**config.mk**
```make
export PLATFORM = sky130hd
export DESIGN_NAME = mem_arbiter
export DESIGN_NICKNAME = d
export VERILOG_FILES = /design/src/rtl/mem_arb_pkg.sv /design/src/rtl/rr_pick2.sv /design/src/rtl/mem_arbiter.sv
export SDC_FILE = /design/constraint.sdc
export NUM_CORES = 1
export LEC_CHECK = 0
export CAP_MARGIN = 40
export CORE_MARGIN = 8
export CORE_UTILIZATION = 40
export CTS_CLUSTER_DIAMETER = 50
export DETAILED_ROUTE_END_ITERATION = 12
export HOLD_SLACK_MARGIN = 0.02
export MAX_ROUTING_LAYER = met4
export PLACE_DENSITY = 0.85
export SLEW_MARGIN = 20
export SYNTH_ARGS = -nofsm -noshare
export SYNTH_HDL_FRONTEND = slang
export SYNTH_HIERARCHICAL = 1
export SYNTH_SLANG_ARGS = --single-unit
```
**constraint.sdc**
```tcl
create_clock -name clk -period 2.65 [get_ports clk]
set_clock_uncertainty 0.05 [all_clocks]
set_input_delay 0.265 -clock clk [delete_from_list [all_inputs] [get_ports clk]]
set_output_delay 0.265 -clock clk [all_outputs]
set_load 0.05 [all_outputs]
```
**src/rtl/mem_arb_pkg.sv**
```systemverilog
// Shared definitions for the two-requester memory arbiter: FSM state encoding,
// requester indices and the per-state eligibility mask.
package mem_arb_pkg;

   typedef enum logic [1:0] {
      ARB_IDLE = 2'd0,
      ARB_OWN0 = 2'd1,
      ARB_OWN1 = 2'd2
   } arb_state_t;

   localparam logic REQ_CPU = 1'b0;
   localparam logic REQ_DBG = 1'b1;

   // While a master owns the memory only that master's request may compete.
   function automatic logic [1:0] own_mask(input arb_state_t state);
      case (state)
         ARB_OWN0: own_mask = 2'b01;
         ARB_OWN1: own_mask = 2'b10;
         default:  own_mask = 2'b11;
      endcase
   endfunction

endpackage

```
**src/rtl/rr_pick2.sv**
```systemverilog
// Combinational 2-way round-robin picker. last=1 means requester 1 won most
// recently, so requester 0 takes the next tie. Grant is one-hot or zero.
module rr_pick2
   import mem_arb_pkg::*;
(
   input  logic [1:0] req,
   input  logic       last,
   input  logic [1:0] mask,
   output logic [1:0] gnt
);

   logic [1:0] eligible;

   assign eligible = req & mask;

   // NOTE: give every always_comb output a default first so no path can infer a latch.
   always_comb begin
      gnt = 2'b00;
      if (eligible == 2'b11) begin
         gnt = (last == REQ_DBG) ? 2'b01 : 2'b10;
      end else begin
         gnt = eligible;
      end
   end

endmodule

```
**src/rtl/mem_arbiter.sv**
```systemverilog
// Shares one single-port synchronous memory between the cpu (0) and the debug
// port (1). Optional ownership lock is enabled by defining MEM_ARB_LOCK_EN.
module mem_arbiter
   import mem_arb_pkg::*;
#(
   parameter int ADDR_WIDTH = 6,
   parameter int DATA_WIDTH = 16
) (
   input  logic                  clk,
   input  logic                  rst_n,
   input  logic                  req0,
   input  logic                  req1,
   input  logic                  we0,
   input  logic                  we1,
   input  logic                  lock0,
   input  logic                  lock1,
   input  logic [ADDR_WIDTH-1:0] addr0,
   input  logic [ADDR_WIDTH-1:0] addr1,
   input  logic [DATA_WIDTH-1:0] wdata0,
   input  logic [DATA_WIDTH-1:0] wdata1,
   output logic                  gnt0,
   output logic                  gnt1,
   output logic                  rvalid0,
   output logic                  rvalid1,
   output logic [DATA_WIDTH-1:0] rdata0,
   output logic [DATA_WIDTH-1:0] rdata1,
   output logic                  mem_we,
   output logic [ADDR_WIDTH-1:0] mem_addr,
   output logic [DATA_WIDTH-1:0] mem_data,
   input  logic [DATA_WIDTH-1:0] mem_out
);

   arb_state_t            state;
   logic                  last;
   logic                  rd_pend;
   logic                  rd_id;
   logic [DATA_WIDTH-1:0] rdata0_q;
   logic [DATA_WIDTH-1:0] rdata1_q;
   logic [1:0]            pick;
   logic                  accept;
   logic                  win_id;
   logic                  win_we;

   rr_pick2 u_pick (
      .req  ({req1, req0}),
      .last (last),
      .mask (own_mask(state)),
      .gnt  (pick)
   );

   // Nothing is granted while reset is held, so the memory sees no access.
   assign gnt0   = rst_n & pick[0];
   assign gnt1   = rst_n & pick[1];
   assign accept = gnt0 | gnt1;
   assign win_id = gnt1;
   assign win_we = gnt1 ? we1 : we0;

   always_comb begin
      mem_we   = 1'b0;
      mem_addr = '0;
      mem_data = '0;
      if (gnt0) begin
         mem_we   = we0;
         mem_addr = addr0;
         mem_data = wdata0;
      end else if (gnt1) begin
         mem_we   = we1;
         mem_addr = addr1;
         mem_data = wdata1;
      end
   end

   // Memory output is live in the cycle after the read edge; pass it through
   // then and hold it afterwards.
   assign rvalid0 = rd_pend & (rd_id == REQ_CPU);
   assign rvalid1 = rd_pend & (rd_id == REQ_DBG);
   assign rdata0  = rvalid0 ? mem_out : rdata0_q;
   assign rdata1  = rvalid1 ? mem_out : rdata1_q;

`ifndef MEM_ARB_LOCK_EN
   logic unused_lock;
   assign unused_lock = lock0 ^ lock1;
`endif

   // NOTE: sequential state uses non-blocking assignments so every register samples pre-edge values.
   always_ff @(posedge clk) begin
      if (!rst_n) begin
         state    <= ARB_IDLE;
         last     <= REQ_DBG;
         rd_pend  <= 1'b0;
         rd_id    <= REQ_CPU;
         rdata0_q <= '0;
         rdata1_q <= '0;
      end else begin
         rd_pend <= accept & ~win_we;
         if (accept) begin
            rd_id <= win_id;
            last  <= win_id;
         end
         if (rvalid0) rdata0_q <= mem_out;
         if (rvalid1) rdata1_q <= mem_out;

`ifdef MEM_ARB_LOCK_EN
         case (state)
            ARB_IDLE: begin
               if (accept && (gnt1 ? lock1 : lock0)) begin
                  state <= gnt1 ? ARB_OWN1 : ARB_OWN0;
               end
            end
            ARB_OWN0: if (!req0 || (gnt0 && !lock0)) state <= ARB_IDLE;
            ARB_OWN1: if (!req1 || (gnt1 && !lock1)) state <= ARB_IDLE;
            default:  state <= ARB_IDLE;
         endcase
`else
         state <= ARB_IDLE;
`endif
      end
   end

endmodule

```
## Word level (Yosys, flattened, before mapping)

Cells that the tools add are included.

| operators by class | value |
|---|---|
| eq/ne operators | 1 |
| multiplexer cells | 11 |
| bitwise operators | 8 |

Operators with widths:

| kind | count |
|---|---|
| 2-to-1 mux 16 bit | 4 |
| 2-to-1 mux 6 bit | 2 |
| bitwise AND 1 bit | 5 |
| 2-to-1 mux 2 bit | 2 |
| 2-to-1 mux 1 bit | 3 |
| == test 2 bit (second input constant) | 1 |
| NOT 1 bit | 2 |
| bitwise OR 1 bit | 1 |

| storage, ports and cells | value |
|---|---|
| flip-flop bits (word level) | 35 |
| input port bits | 68 |
| output and inout bits | 59 |
| logic and storage cells | 25 |

## Logic depth before layout (Yosys ltp)

Gate-level depths: netlist (run 1).

| depth | value |
|---|---|
| word-level depth | 6 |
| mapped depth | 6 |
| gate-level depth less buffers | 4 |

## Cells and area by module

Netlist (run 1), hierarchy kept.

Modules (own cells, without submodules):

| module | instances | cells an instance | area each (um2) | sequential area each (um2) |
|---|---|---|---|---|
| mem_arbiter | 1 | 204 | 2067.0 | 700.7 |
| rr_pick2 | 1 | 3 | 20.0 | 0.0 |

## Worst setup path after synthesis (run 1)

Ideal clock, no wire load.

| path | value |
|---|---|
| path kind | reg-to-output |
| start point | reg last |
| end point | out mem_addr[0] |
| data arrival time | 1.473 ns |
| required time | 2.335 ns |
| path slack | 0.862 ns |
| stages on the path, launching flop included | 5 |
| path buffers | 1 |
| path through | dfxtp_1 o211a_1 and2b_4 buf_2 a32o_1 |

| on the way | value |
|---|---|
| elaborated cells between the ends (all ways) | 6 |

RTL lines:

| item | line | text |
|---|---|---|
| from (decl) | mem_arbiter.sv:34 | `logic last;` |
| from (signal assigned) | mem_arbiter.sv:98 | `last <= win_id;` |
| 2-to-1 mux 2 bit | rr_pick2.sv:20 | `gnt = (last == REQ_DBG) ? 2'b01 : 2'b10;` |
| 2-to-1 mux 2 bit | rr_pick2.sv:19 | `if (eligible == 2'b11) begin` |
| via pick[0] | mem_arbiter.sv:39 | `logic [1:0] pick;` |
| bitwise AND 1 bit | mem_arbiter.sv:52 | `assign gnt0 = rst_n & pick[0];` |
| 2-to-1 mux 6 bit | mem_arbiter.sv:62 | `if (gnt0) begin` |
| to (decl) | mem_arbiter.sv:28 | `output logic [ADDR_WIDTH-1:0] mem_addr,` |

The timed path passes the listed nets, and every way through them passes these cells.

## Worst setup path in the final report (run 1)

| path | value |
|---|---|
| start point | reg rd_id |
| end point | out rdata0[3] |

| on the way | value |
|---|---|
| longest elaborated chain between the ends | 3 |

Ends and longest elaborated chain:

| item | line | text |
|---|---|---|
| from (decl) | mem_arbiter.sv:36 | `logic rd_id;` |
| from (signal assigned) | mem_arbiter.sv:97 | `rd_id <= win_id;` |
| NOT 1 bit | mem_arbiter.sv:75 | `assign rvalid0 = rd_pend & (rd_id == REQ_CPU);` |
| bitwise AND 1 bit | mem_arbiter.sv:75 |  |
| 2-to-1 mux 16 bit | -- |  |
| to (decl) | mem_arbiter.sv:25 | `output logic [DATA_WIDTH-1:0] rdata0,` |

No other way between the ends.

==> results of run 1 <==
[worst register-to-register path: stages, from the launching register on]
cell	delay (ns)
sky130_fd_sc_hd__dfxtp_1	0.42
sky130_fd_sc_hd__nand2_4	0.23
sky130_fd_sc_hd__inv_2	0.12
sky130_fd_sc_hd__buf_4	0.27
sky130_fd_sc_hd__mux2i_1	0.25
[synthesized netlist by cell type]
cell type,instances,area [µm²]
sky130_fd_sc_hd__a22o_1,1,8.76
sky130_fd_sc_hd__a31oi_1,1,6.26
sky130_fd_sc_hd__a32o_1,23,230
sky130_fd_sc_hd__and2_1,1,6.26
sky130_fd_sc_hd__and2_4,1,8.76
sky130_fd_sc_hd__and2b_4,1,10.0
sky130_fd_sc_hd__buf_2,4,20.0
sky130_fd_sc_hd__buf_4,1,7.51
sky130_fd_sc_hd__buf_6,7,78.8
sky130_fd_sc_hd__buf_8,1,15.0
sky130_fd_sc_hd__clkbuf_1,6,22.5
sky130_fd_sc_hd__conb_1,1,3.75
sky130_fd_sc_hd__dfxtp_1,35,701
sky130_fd_sc_hd__inv_1,1,3.75
sky130_fd_sc_hd__inv_2,2,7.51
sky130_fd_sc_hd__mux2_2,25,282
sky130_fd_sc_hd__mux2_4,7,105
sky130_fd_sc_hd__mux2i_1,32,320
sky130_fd_sc_hd__nand2_1,49,184
sky130_fd_sc_hd__nand2_4,1,11.3
sky130_fd_sc_hd__nand2b_1,1,6.26
sky130_fd_sc_hd__nand2b_4,1,13.8
sky130_fd_sc_hd__nand3b_1,1,7.51
sky130_fd_sc_hd__nor2_1,1,3.75
sky130_fd_sc_hd__nor2b_1,1,6.26
sky130_fd_sc_hd__o211a_1,1,10.0
sky130_fd_sc_hd__o21a_1,1,7.51
[logic make-up (layout without fill, tap and decap cells)]
| logic type | count (synthesis) | in the layout | share of synthesized area (%) |
|---|---|---|---|
| mux | 64 | 64 | 33.9 |
| simple gates | 58 | 58 | 12.4 |
| flops | 35 | 35 | 33.6 |
| compound gates | 27 | 27 | 12.6 |
| buf+inv | 22 | 139 | 7.43 |
| other cells | 1 | 3 | 0.180 |
[registers in the layout (all words and copies together), names as in the netlist]
register / cells
last: 1
rd_id: 1
rd_pend: 1
rdata0_q: 16
rdata1_q: 16
[final timing paths]
| check | startpoint | slack (ns) | depth (start not counted) | endpoint |
|---|---|---|---|---|
| setup / recovery | rd_id$_SDFFE_PN0P_ | 0.11 | 3 | rdata0[3] |
| hold / removal | rdata0_q[15]$_SDFF_PN0_ | 0.41 | 2 | rdata0_q[15]$_SDFF_PN0_ |
| setup reg to reg | rd_pend$_SDFF_PN0_ | 1.23 | 4 | rdata1_q[10]$_SDFF_PN0_ |
| hold reg to reg | rdata0_q[15]$_SDFF_PN0_ | 0.41 | 2 | rdata0_q[15]$_SDFF_PN0_ |
[metrics by stage]
stage          total power, mW  area, µm²
2_1_floorplan            0.803       2090
3_3_place_gp              1.03       3550
3_5_place_dp              1.03       3550
4_1_cts                   1.40       3630
5_1_grt                   1.45       3630
6_report                  1.38       3630
[repair_timing]
action / in CTS / in global routing
setup buffers: 0 / 0
gates resized for setup: 0 / 1
endpoints found under the setup margin: 0 / 1
[power breakdown]
part	switching [mW]	internal (mW)	total, mW
registers	0.00832	0.539	0.547
logic	0.240	0.231	0.471
clock network	0.182	0.184	0.366
total	0.430	0.954	1.38
[area by class of cell]
| type | count | area (µm²) |
|---|---|---|
| tap | 70 | 87.6 |
| multi-input combinational | 152 | 1240 |
| fill | 387 | 1450 |
| inverter | 3 | 11.3 |
| clock inverter | 1 | 5.00 |
| sequential | 35 | 701 |
| timing repair buffer | 128 | 1500 |
| clock buffer | 7 | 76.3 |
[routing by layer]
layer  global-route usage, %  part of all wire [%]
met2                    30.3                    46
met1                    18.4                    41
met4                    3.69                   1.0
met5                       -                     0
met3                    7.06                    12
==> flow_summary.html, run 1 <==
<table>
<tr><th>Metric</th><th>Value</th></tr>
<tr><th colspan="2">STA</th></tr>
<tr><td>Actual slew at the worst max-slew pin</td><td>about 0.55 ns</td></tr>
<tr><td>Portion of the clock cycle consumed by the worst path in the final layout</td><td>96.0%</td></tr>
<tr><td>Final worst setup slack</td><td>0.106 ns</td></tr>
<tr><td>Final TNS setup</td><td>0 ns</td></tr>
<tr><td>Final setup viols</td><td>0</td></tr>
<tr><td>Final hold vios</td><td>0</td></tr>
<tr><td>Final-layout worst hold slack</td><td>around 0.41 ns</td></tr>
<tr><td>Number of pins exceeding their max-slew limit in the final report</td><td>0</td></tr>
<tr><td>Slew Limit Headroom</td><td>63.4%</td></tr>
<tr><td>Setup repair after global routing missed its margin</td><td>false</td></tr>
<tr><td>Fmax achieved</td><td>0.393 GHz</td></tr>
<tr><td>Shortest period the worst path allows</td><td>2.54 ns</td></tr>
<tr><th colspan="2">Clock network</th></tr>
<tr><td>TritonCTS clock tree</td><td>built</td></tr>
<tr><td>H-tree depth</td><td>2</td></tr>
<tr><td>Max clock buf depth</td><td>2</td></tr>
<tr><td>Hold-fix buffers, CTS</td><td>0</td></tr>
<tr><td>Worst-Skew Late Latency</td><td>about 0.28 ns</td></tr>
<tr><td>Sink count of the clock tree</td><td>35</td></tr>
<tr><td>CTS root buffer</td><td>sky130_fd_sc_hd__clkbuf_8</td></tr>
<tr><td>Total CTS buffers</td><td>5</td></tr>
<tr><td>Clock-pin slew on the worst setup and hold paths</td><td>about 0.07 ns</td></tr>
<tr><th colspan="2">Floorplanning</th></tr>
<tr><td>Total Die Area</td><td>0.00778 mm²</td></tr>
<tr><td>Die Ht</td><td>about 88 µm</td></tr>
<tr><td>Area of the core region</td><td>0.00507 mm²</td></tr>
<tr><td>Row count</td><td>26</td></tr>
<tr><td>Num ports</td><td>127</td></tr>
<tr><td>Die span in x</td><td>88.2 µm</td></tr>
<tr><td>Initial Util</td><td>41.1%</td></tr>
<tr><th colspan="2">GRT</th></tr>
<tr><td>Wire length of the first global-routing pass</td><td>10400 µm</td></tr>
<tr><td>Overall Global Routing Usage</td><td>between 10% and 20%</td></tr>
<tr><td>Number of global-route vias before repair</td><td>about 2100</td></tr>
<tr><td>Initial antenna violation count</td><td>0</td></tr>
<tr><td>Overall overflow remaining after global route</td><td>0</td></tr>
<tr><td>Maximum number of pins on one net before global-route repair</td><td>52</td></tr>
<tr><th colspan="2">Power</th></tr>
<tr><td>Power density cells</td><td>around 380 mW/mm²</td></tr>
<tr><td>Pleak</td><td>around 1.5 nW</td></tr>
<tr><td>Max rail drop VDD</td><td>410 µV</td></tr>
<tr><th colspan="2">Synthesis</th></tr>
<tr><td>Share of synthesized area occupied by flip-flops and latches</td><td>33.6%</td></tr>
<tr><td>Synthesized area divided by synthesized cell count</td><td>approximately 10 µm²</td></tr>
<tr><td>Count of yosys warnings during synthesis</td><td>6</td></tr>
<tr><td>Synthesis-stage register bit count</td><td>35</td></tr>
<tr><td>Number of cells produced by synthesis</td><td>207</td></tr>
<tr><td>Number of library cell types mapped by synthesis</td><td>27</td></tr>
<tr><td>Area of the mapped netlist</td><td>around 0.0021 mm²</td></tr>
<tr><th colspan="2">Layout</th></tr>
<tr><td>Most common cell after layout, fill and taps aside</td><td>sky130_fd_sc_hd__clkdlybuf4s50_1</td></tr>
<tr><td>Fraction of final layout cells sized beyond drive strength 1</td><td>23.3%</td></tr>
<tr><td>Final core utilization</td><td>between 70% and 80%</td></tr>
<tr><td>Commonest cells after routing, fill and taps aside</td><td>sky130_fd_sc_hd__clkdlybuf4s50_1 (96), sky130_fd_sc_hd__nand2_1 (49), sky130_fd_sc_hd__dfxtp_1 (35)</td></tr>
<tr><td>Number of nets in the finished design</td><td>393</td></tr>
<tr><td>Inserted Diodes</td><td>0</td></tr>
<tr><td>Final non-filler cell total</td><td>around 400</td></tr>
<tr><td>Area delta synth-&gt;final</td><td>73.9%</td></tr>
<tr><th colspan="2">Route</th></tr>
<tr><td>Post-DR vias/cell</td><td>5.11</td></tr>
<tr><td>Routed length per placed instance</td><td>17.9 µm</td></tr>
<tr><td>Vias</td><td>2024</td></tr>
<tr><td>Total Routed Length</td><td>7080 µm</td></tr>
<tr><td>Remaining number of nets flagged by the antenna check after routing</td><td>0</td></tr>
<tr><td>First-pass DRT Iterations</td><td>4</td></tr>
<tr><td>1st-iter DRT viols</td><td>67</td></tr>
<tr><td>Number of remaining DRC errors</td><td>0</td></tr>
<tr><th colspan="2">Place</th></tr>
<tr><td>Final weighted congestion in routability-driven placement</td><td>0.797</td></tr>
<tr><td>Detailed Place HPWL</td><td>~5500 µm</td></tr>
<tr><td>Number of cells after detailed placement</td><td>a little under 400</td></tr>
<tr><td>Port Buffers</td><td>124</td></tr>
<tr><td>Worst setup timing slack at the placement stage</td><td>0.376 ns</td></tr>
<tr><th colspan="2">Worst setup path</th></tr>
<tr><td>Slowest stage cell, crit path</td><td>sky130_fd_sc_hd__clkdlybuf4s50_1</td></tr>
<tr><td>Cell family contributing the most delay on the critical path</td><td>buffers and inverters</td></tr>
<tr><td>Critical path capture point type</td><td>output port</td></tr>
<tr><td>CP Launch Type</td><td>flip-flop</td></tr>
<tr><td>Worst stage delay on the critical path</td><td>0.71 ns</td></tr>
<tr><td>Worst Path Max Fanout</td><td>30</td></tr>
<tr><td>Required @ worst endpoint</td><td>2.34 ns</td></tr>
<tr><td>Worst setup path class</td><td>reg -&gt; out</td></tr>
<tr><td>Endpoint arrival time on the critical path</td><td>2.23 ns</td></tr>
<tr><td>Buffers plus inverters on the worst setup path</td><td>1</td></tr>
<tr><td>Critical path, cell by cell</td><td>nand2b_4 -&gt; mux2_2 -&gt; clkdlybuf4s50_1</td></tr>
<tr><th colspan="2">Job</th></tr>
<tr><td>Max-cap violations</td><td>0</td></tr>
<tr><th colspan="2">Worst hold path</th></tr>
<tr><td>Worst Hold Class</td><td>reg -&gt; reg</td></tr>
<tr><th colspan="2">Status</th></tr>
<tr><td>Run status</td><td>finished clean</td></tr>
</table>
Note: power is estimated with default switching activity, not from simulation.
==> inputs of run 2 (changes only) <==
- CTS_BUF_LIST: not set -> sky130_fd_sc_hd__clkbuf_8 sky130_fd_sc_hd__clkbuf_16
- RECOVER_POWER: not set -> 100
==> flow_summary.html, run 2 (same netlist as run 1, synthesis figures left out) <==
<table>
<tr><th>Metric</th><th>Value</th></tr>
<tr><th colspan="2">Worst setup path</th></tr>
<tr><td>Buffers plus inverters on the worst setup path</td><td>1 (unchanged)</td></tr>
<tr><td>Cell family contributing the most delay on the critical path</td><td>buffers and inverters</td></tr>
<tr><td>Worst Path Max Fanout</td><td>30 (unchanged)</td></tr>
<tr><td>Capturing point of the worst reg2reg path</td><td>rdata1_q[10]$_SDFF_PN0_</td></tr>
<tr><td>Endpoint arrival time on the critical path</td><td>2.22 ns (about the same)</td></tr>
<tr><td>Critical path capture point type</td><td>output port</td></tr>
<tr><td>Critical path, cell by cell</td><td>nand2b_4 -&gt; mux2_2 -&gt; clkdlybuf4s50_1</td></tr>
<tr><td>Required @ worst endpoint</td><td>2.34 ns (about the same)</td></tr>
<tr><td>CP Launch Type</td><td>flip-flop</td></tr>
<tr><td>Worst reg2reg setup slack</td><td>1.22 ns (about the same)</td></tr>
<tr><td>Launching point of the worst reg2reg path</td><td>rd_pend$_SDFF_PN0_</td></tr>
<tr><td>Worst stage delay on the critical path</td><td>0.71 ns (about the same)</td></tr>
<tr><td>Worst setup path class</td><td>reg -&gt; out</td></tr>
<tr><td>Slowest stage cell, crit path</td><td>sky130_fd_sc_hd__clkdlybuf4s50_1</td></tr>
<tr><td>R2R depth</td><td>4 (unchanged)</td></tr>
<tr><th colspan="2">GRT</th></tr>
<tr><td>Overall Global Routing Usage</td><td>17.5% (unchanged)</td></tr>
<tr><td>Overall overflow remaining after global route</td><td>0 (unchanged)</td></tr>
<tr><td>Initial antenna violation count</td><td>0 (unchanged)</td></tr>
<tr><td>Wire length of the first global-routing pass</td><td>10400 µm (unchanged)</td></tr>
<tr><td>Number of global-route vias before repair</td><td>2085 (unchanged)</td></tr>
<tr><td>Maximum number of pins on one net before global-route repair</td><td>52 (unchanged)</td></tr>
<tr><th colspan="2">Layout</th></tr>
<tr><td>Number of nets in the finished design</td><td>393 (unchanged)</td></tr>
<tr><td>Fillcell total</td><td>435 (+12%)</td></tr>
<tr><td>Final non-filler cell total</td><td>396 (unchanged)</td></tr>
<tr><td>Commonest cells after routing, fill and taps aside</td><td>sky130_fd_sc_hd__clkdlybuf4s50_1 (79), sky130_fd_sc_hd__nand2_1 (49), sky130_fd_sc_hd__dfxtp_1 (35)</td></tr>
<tr><td>Fraction of final layout cells sized beyond drive strength 1</td><td>22.4% (-0.92 points)</td></tr>
<tr><td>Area delta synth-&gt;final</td><td>57.3%</td></tr>
<tr><td>Most common cell after layout, fill and taps aside</td><td>sky130_fd_sc_hd__clkdlybuf4s50_1</td></tr>
<tr><td>Registers with the most flip-flops</td><td>rdata0_q (16), rdata1_q (16)</td></tr>
<tr><td>Final core utilization</td><td>64.7% (-6.8 points)</td></tr>
<tr><td>Inserted Diodes</td><td>0 (unchanged)</td></tr>
<tr><th colspan="2">Clock network</th></tr>
<tr><td>CTS root buffer</td><td>sky130_fd_sc_hd__clkbuf_8</td></tr>
<tr><td>Hold-fix buffers, CTS</td><td>0 (unchanged)</td></tr>
<tr><td>H-tree depth</td><td>2 (unchanged)</td></tr>
<tr><td>Worst-Skew Late Latency</td><td>0.28 ns (about the same)</td></tr>
<tr><td>Total CTS buffers</td><td>5 (unchanged)</td></tr>
<tr><td>Clock-pin slew on the worst setup and hold paths</td><td>0.07 ns (about the same)</td></tr>
<tr><td>Post-CTS Setup Inserts</td><td>0 (unchanged)</td></tr>
<tr><td>Sink count of the clock tree</td><td>35 (unchanged)</td></tr>
<tr><td>TritonCTS clock tree</td><td>built</td></tr>
<tr><td>Max clock buf depth</td><td>2 (unchanged)</td></tr>
<tr><td>PostCTS Resize Cnt</td><td>0 (unchanged)</td></tr>
<tr><th colspan="2">Power</th></tr>
<tr><td>Power density cells</td><td>401 mW/mm² (+5.2%)</td></tr>
<tr><td>Pleak</td><td>1.50 nW (-2.6%)</td></tr>
<tr><td>Design Power</td><td>1.32 mW (-4.8%)</td></tr>
<tr><td>Max rail drop VDD</td><td>405 µV (-1.1%)</td></tr>
<tr><th colspan="2">Route</th></tr>
<tr><td>Number of remaining DRC errors</td><td>0 (unchanged)</td></tr>
<tr><td>Vias</td><td>2032 (+0.40%)</td></tr>
<tr><td>Remaining number of nets flagged by the antenna check after routing</td><td>0 (unchanged)</td></tr>
<tr><td>Routed length per placed instance</td><td>18.1 µm (+1.3%)</td></tr>
<tr><td>1st-iter DRT viols</td><td>72 (+7.5%)</td></tr>
<tr><td>Total Routed Length</td><td>7180 µm (+1.3%)</td></tr>
<tr><td>Post-DR vias/cell</td><td>5.13 (+0.40%)</td></tr>
<tr><td>First-pass DRT Iterations</td><td>4 (unchanged)</td></tr>
<tr><th colspan="2">Status</th></tr>
<tr><td>Run status</td><td>finished clean</td></tr>
<tr><th colspan="2">Floorplanning</th></tr>
<tr><td>Total Die Area</td><td>0.00778 mm² (unchanged)</td></tr>
<tr><td>Die Ht</td><td>88.2 µm (unchanged)</td></tr>
<tr><td>Num ports</td><td>127 (unchanged)</td></tr>
<tr><td>Die span in x</td><td>88.2 µm (unchanged)</td></tr>
<tr><td>Initial Util</td><td>41.1% (unchanged)</td></tr>
<tr><td>Row count</td><td>26 (unchanged)</td></tr>
<tr><td>Area of the core region</td><td>0.00507 mm² (unchanged)</td></tr>
<tr><th colspan="2">STA</th></tr>
<tr><td>Slew Limit Headroom</td><td>57.9% (-5.5 points)</td></tr>
<tr><td>Final hold vios</td><td>0 (unchanged)</td></tr>
<tr><td>Portion of the clock cycle consumed by the worst path in the final layout</td><td>95.8% (-0.16 points)</td></tr>
<tr><td>Fmax achieved</td><td>0.394 GHz (+0.17%)</td></tr>
<tr><td>Final setup viols</td><td>0 (unchanged)</td></tr>
<tr><td>Actual slew at the worst max-slew pin</td><td>0.635 ns (+0.0867 ns)</td></tr>
<tr><td>Setup repair after global routing missed its margin</td><td>false</td></tr>
<tr><td>Final TNS setup</td><td>0 ns (unchanged)</td></tr>
<tr><td>Number of pins exceeding their max-slew limit in the final report</td><td>0 (unchanged)</td></tr>
<tr><td>Shortest period the worst path allows</td><td>2.54 ns (-0.00428 ns)</td></tr>
<tr><th colspan="2">Place</th></tr>
<tr><td>Detailed Place HPWL</td><td>5460 µm (unchanged)</td></tr>
<tr><td>Number of cells after detailed placement</td><td>388 (unchanged)</td></tr>
<tr><td>Final weighted congestion in routability-driven placement</td><td>0.797 (unchanged)</td></tr>
<tr><td>Port Buffers</td><td>124 (unchanged)</td></tr>
<tr><th colspan="2">Job</th></tr>
<tr><td>Max-cap violations</td><td>0 (unchanged)</td></tr>
<tr><th colspan="2">Worst hold path</th></tr>
<tr><td>Worst hold path startpoint</td><td>rdata0_q[15]$_SDFF_PN0_</td></tr>
<tr><td>Worst Hold Class</td><td>reg -&gt; reg</td></tr>
<tr><td>Worst hold path depth</td><td>2 (unchanged)</td></tr>
<tr><td>Hold-critical path endpoint</td><td>rdata0_q[15]$_SDFF_PN0_</td></tr>
</table>
[run 2: cell types whose count changed in the layout (fill, tap and decap cells not counted), moves of 4 or more]
cell,delta
sky130_fd_sc_hd__clkbuf_2,+23
sky130_fd_sc_hd__buf_12,-22
sky130_fd_sc_hd__clkdlybuf4s50_1,-17
sky130_fd_sc_hd__dlygate4sd3_1,+17
sky130_fd_sc_hd__inv_1,+4
[run 2: cell type report]
| type | count | area (µm²) | area share, % |
|---|---|---|---|
| inverter | 3 | 11.3 | 0.343 |
| timing repair buffer | 128 | 1160 | 35.3 |
| clock inverter | 3 | 12.5 | 0.381 |
| clock buffer | 5 | 68.8 | 2.10 |
| tap | 70 | 87.6 | 2.67 |
| sequential | 35 | 701 | 21.3 |
| multi-input combinational | 152 | 1240 | 37.9 |
[run 2: how the worst max path moves through the flow]
stage | slack, ns | to | startpoint | cells after the start
floorplan | 0.86 | mem_addr[0] | last$_SDFFE_PN1P_ | 4
CTS | 0.06 | rdata0[10] | rd_id$_SDFFE_PN0P_ | 3
detailed placement | 0.38 | rdata0[10] | rd_id$_SDFFE_PN0P_ | 3
global route | 0.01 | rdata0[3] | rd_id$_SDFFE_PN0P_ | 3
global placement | 0.40 | rdata0[10] | rd_id$_SDFFE_PN0P_ | 3
finish | 0.11 | rdata0[2] | rd_id$_SDFFE_PN0P_ | 3
[run 2: stage by stage]
stage / hold slack [ns] / setup slack (ns) / instance area, µm²
floorplan: 0.385 / 0.862 / 2090
global placement: 0.400 / 0.402 / 3550
detailed placement: 0.410 / 0.376 / 3550
CTS: 0.420 / 0.0589 / 3630
global route: 0.441 / 0.0117 / 3280
finish: 0.414 / 0.111 / 3280
[run 2: power by group]
| group | internal, mW | switching [mW] | total, mW |
|---|---|---|---|
| Clock | 0.177 | 0.182 | 0.358 |
| Combinational | 0.179 | 0.232 | 0.411 |
| Sequential | 0.539 | 0.00836 | 0.547 |
| Total | 0.894 | 0.422 | 1.32 |
[run 2: worst register-to-register path, delay by kind of cell, from the launching register on]
family	cells	cell delay [ns]
DFF	1	0.42
buffers and inverters	2	0.40
and+or+nand+nor	1	0.23
muxes	1	0.25
[run 2: metal layers]
metal | vias to the layer above | global-route usage, % | routed length (µm)
li1 | 985 | - | -
met1 | 940 | 18.4 | 3170
met2 | 99 | 30.3 | 3240
met3 | 8 | 7.06 | 694
met4 | 0 | 3.69 | 74
met5 | - | - | 0
==> inputs of run 3 (changes only) <==
- CORE_MARGIN: 8 -> 2
==> flow_summary.html, run 3 (same netlist as run 1, synthesis figures left out) <==
<table>
<tr><th>Metric</th><th>Value</th></tr>
<tr><th colspan="2">Layout</th></tr>
<tr><td>Most common cell after layout, fill and taps aside</td><td>sky130_fd_sc_hd__clkdlybuf4s50_1</td></tr>
<tr><td>Area delta synth-&gt;final</td><td>57.0%</td></tr>
<tr><td>Commonest cells after routing, fill and taps aside</td><td>sky130_fd_sc_hd__clkdlybuf4s50_1 (77), sky130_fd_sc_hd__nand2_1 (49), sky130_fd_sc_hd__dfxtp_1 (35)</td></tr>
<tr><td>Fraction of final layout cells sized beyond drive strength 1</td><td>21.8% (-0.61 points)</td></tr>
<tr><td>Registers with the most flip-flops</td><td>rdata0_q (16), rdata1_q (16)</td></tr>
<tr><td>Number of nets in the finished design</td><td>393 (unchanged)</td></tr>
<tr><td>Final core utilization</td><td>64.6% (-0.12 points)</td></tr>
<tr><td>Final non-filler cell total</td><td>396 (unchanged)</td></tr>
<tr><td>Inserted Diodes</td><td>0 (unchanged)</td></tr>
<tr><th colspan="2">STA</th></tr>
<tr><td>Slew Limit Headroom</td><td>40.2% (-18 points)</td></tr>
<tr><td>Final worst setup slack</td><td>0.0913 ns (-0.0194 ns)</td></tr>
<tr><td>Number of pins exceeding their max-slew limit in the final report</td><td>0 (unchanged)</td></tr>
<tr><td>Portion of the clock cycle consumed by the worst path in the final layout</td><td>96.6% (+0.73 points)</td></tr>
<tr><td>Final TNS setup</td><td>0 ns (unchanged)</td></tr>
<tr><td>Final hold vios</td><td>0 (unchanged)</td></tr>
<tr><td>Final-layout worst hold slack</td><td>0.419 ns (+0.00455 ns)</td></tr>
<tr><td>Setup repair after global routing missed its margin</td><td>false</td></tr>
<tr><td>Fmax achieved</td><td>0.391 GHz (-0.76%)</td></tr>
<tr><td>Actual slew at the worst max-slew pin</td><td>0.897 ns (+0.263 ns)</td></tr>
<tr><td>Shortest period the worst path allows</td><td>2.56 ns (+0.0194 ns)</td></tr>
<tr><td>Final setup viols</td><td>0 (unchanged)</td></tr>
<tr><th colspan="2">Status</th></tr>
<tr><td>Run status</td><td>finished clean</td></tr>
<tr><th colspan="2">Clock network</th></tr>
<tr><td>Max clock buf depth</td><td>2 (unchanged)</td></tr>
<tr><td>TritonCTS clock tree</td><td>built</td></tr>
<tr><td>Sink count of the clock tree</td><td>35 (unchanged)</td></tr>
<tr><td>Total CTS buffers</td><td>5 (unchanged)</td></tr>
<tr><td>CTS root buffer</td><td>sky130_fd_sc_hd__clkbuf_8</td></tr>
<tr><td>Worst-Skew Late Latency</td><td>0.28 ns (about the same)</td></tr>
<tr><td>H-tree depth</td><td>2 (unchanged)</td></tr>
<tr><td>Clock-pin slew on the worst setup and hold paths</td><td>0.07 ns (about the same)</td></tr>
<tr><th colspan="2">Job</th></tr>
<tr><td>Max-cap violations</td><td>0 (unchanged)</td></tr>
<tr><th colspan="2">GRT</th></tr>
<tr><td>Initial antenna violation count</td><td>0 (unchanged)</td></tr>
<tr><td>Overall overflow remaining after global route</td><td>0 (unchanged)</td></tr>
<tr><td>Number of global-route vias before repair</td><td>2058 (-1.3%)</td></tr>
<tr><td>Maximum number of pins on one net before global-route repair</td><td>52 (unchanged)</td></tr>
<tr><td>Wire length of the first global-routing pass</td><td>10300 µm (-1.0%)</td></tr>
<tr><td>Overall Global Routing Usage</td><td>22.4% (+4.9 points)</td></tr>
<tr><th colspan="2">Worst setup path</th></tr>
<tr><td>CP Launch Type</td><td>flip-flop</td></tr>
<tr><td>Endpoint arrival time on the critical path</td><td>2.24 ns (+0.02 ns)</td></tr>
<tr><td>Critical path capture point type</td><td>output port</td></tr>
<tr><td>Worst Path Max Fanout</td><td>30 (unchanged)</td></tr>
<tr><td>Worst setup path class</td><td>reg -&gt; out</td></tr>
<tr><td>Required @ worst endpoint</td><td>2.34 ns (about the same)</td></tr>
<tr><th colspan="2">Floorplanning</th></tr>
<tr><td>Row count</td><td>26 (unchanged)</td></tr>
<tr><td>Area of the core region</td><td>0.00507 mm² (unchanged)</td></tr>
<tr><td>Total Die Area</td><td>0.00581 mm² (-25%)</td></tr>
<tr><td>Die span in x</td><td>76.2 µm (-14%)</td></tr>
<tr><td>Initial Util</td><td>41.1% (unchanged)</td></tr>
<tr><td>Die Ht</td><td>76.2 µm (-14%)</td></tr>
<tr><td>Num ports</td><td>127 (unchanged)</td></tr>
<tr><th colspan="2">Place</th></tr>
<tr><td>Port Buffers</td><td>124 (unchanged)</td></tr>
<tr><td>Detailed Place HPWL</td><td>4700 µm (-14%)</td></tr>
<tr><td>Number of cells after detailed placement</td><td>388 (unchanged)</td></tr>
<tr><td>Worst setup timing slack at the placement stage</td><td>0.381 ns (+0.00515 ns)</td></tr>
<tr><td>Final weighted congestion in routability-driven placement</td><td>0.728 (-8.7%)</td></tr>
<tr><th colspan="2">Power</th></tr>
<tr><td>Max rail drop VDD</td><td>332 µV (-18%)</td></tr>
<tr><td>Power density cells</td><td>443 mW/mm² (+10%)</td></tr>
<tr><td>Pleak</td><td>1.51 nW (+0.99%)</td></tr>
<tr><th colspan="2">Route</th></tr>
<tr><td>Total Routed Length</td><td>6420 µm (-10%)</td></tr>
<tr><td>Remaining number of nets flagged by the antenna check after routing</td><td>0 (unchanged)</td></tr>
<tr><td>Vias</td><td>2065 (+1.6%)</td></tr>
<tr><td>Routed length per placed instance</td><td>16.2 µm (-10%)</td></tr>
<tr><td>First-pass DRT Iterations</td><td>4 (unchanged)</td></tr>
<tr><td>Post-DR vias/cell</td><td>5.21 (+1.6%)</td></tr>
<tr><td>1st-iter DRT viols</td><td>52 (-28%)</td></tr>
<tr><td>Number of remaining DRC errors</td><td>0 (unchanged)</td></tr>
<tr><th colspan="2">Worst hold path</th></tr>
<tr><td>Worst Hold Class</td><td>reg -&gt; reg</td></tr>
</table>
-- run 3: path summary, 6_finish.rpt --
path	from	endpoint	slack, ns	cells after the start
max	rd_id$_SDFFE_PN0P_	rdata0[11]	0.09	3
min	rdata1_q[1]$_SDFF_PN0_	rdata1_q[1]$_SDFF_PN0_	0.42	2
max reg2reg	last$_SDFFE_PN1P_	rd_pend$_SDFF_PN0_	1.03	3
min reg2reg	rdata1_q[1]$_SDFF_PN0_	rdata1_q[1]$_SDFF_PN0_	0.42	2
-- run 3: per-stage QoR --
stage	cell area [µm²]	power (mW)
2_1_floorplan	2090	0.803
4_1_cts	3670	1.53
3_5_place_dp	3550	1.03
3_3_place_gp	3550	1.02
6_report	3280	1.45
5_1_grt	3280	1.50
-- run 3: where the power goes --
part / switching, mW / leakage (nW) / internal, mW
registers: 0.00805 / 0.283 / 0.539
logic: 0.231 / 1.17 / 0.173
clock network: 0.196 / 0.0612 / 0.304
-- run 3: metal layers --
layer / global-route usage [%] / vias to the layer above / share of wire, %
li1: - / 987 / -
met1: 25.8 / 968 / 44
met2: 39.6 / 106 / 49
met3: 5.45 / 4 / 6.4
met4: 4.55 / 0 / 0.65
met5: - / - / 0
-- run 3: worst max-delay path: stages, from the launching register on --
cell and delay (ns):
sky130_fd_sc_hd__dfxtp_1 0.39, sky130_fd_sc_hd__nand2b_4 0.45, sky130_fd_sc_hd__mux2_2 0.39, sky130_fd_sc_hd__clkdlybuf4s50_1 0.71
-- run 3: final cells by class --
class	count	area, µm²
clock buffers	6	82.6
clock inverters	2	35.0
fillers	431	1800
inverters	3	11.3
multi-input cells	152	1240
flip-flops and latches	35	701
well taps	70	87.6
repair buffers	128	1120
-- run 3: what timing repair did --
item | in CTS | in global routing
resized for setup | 0 | 5
hold buffers | 0 | 0
endpoints found under the setup margin | 0 | 5
buffers inserted | 0 | 0
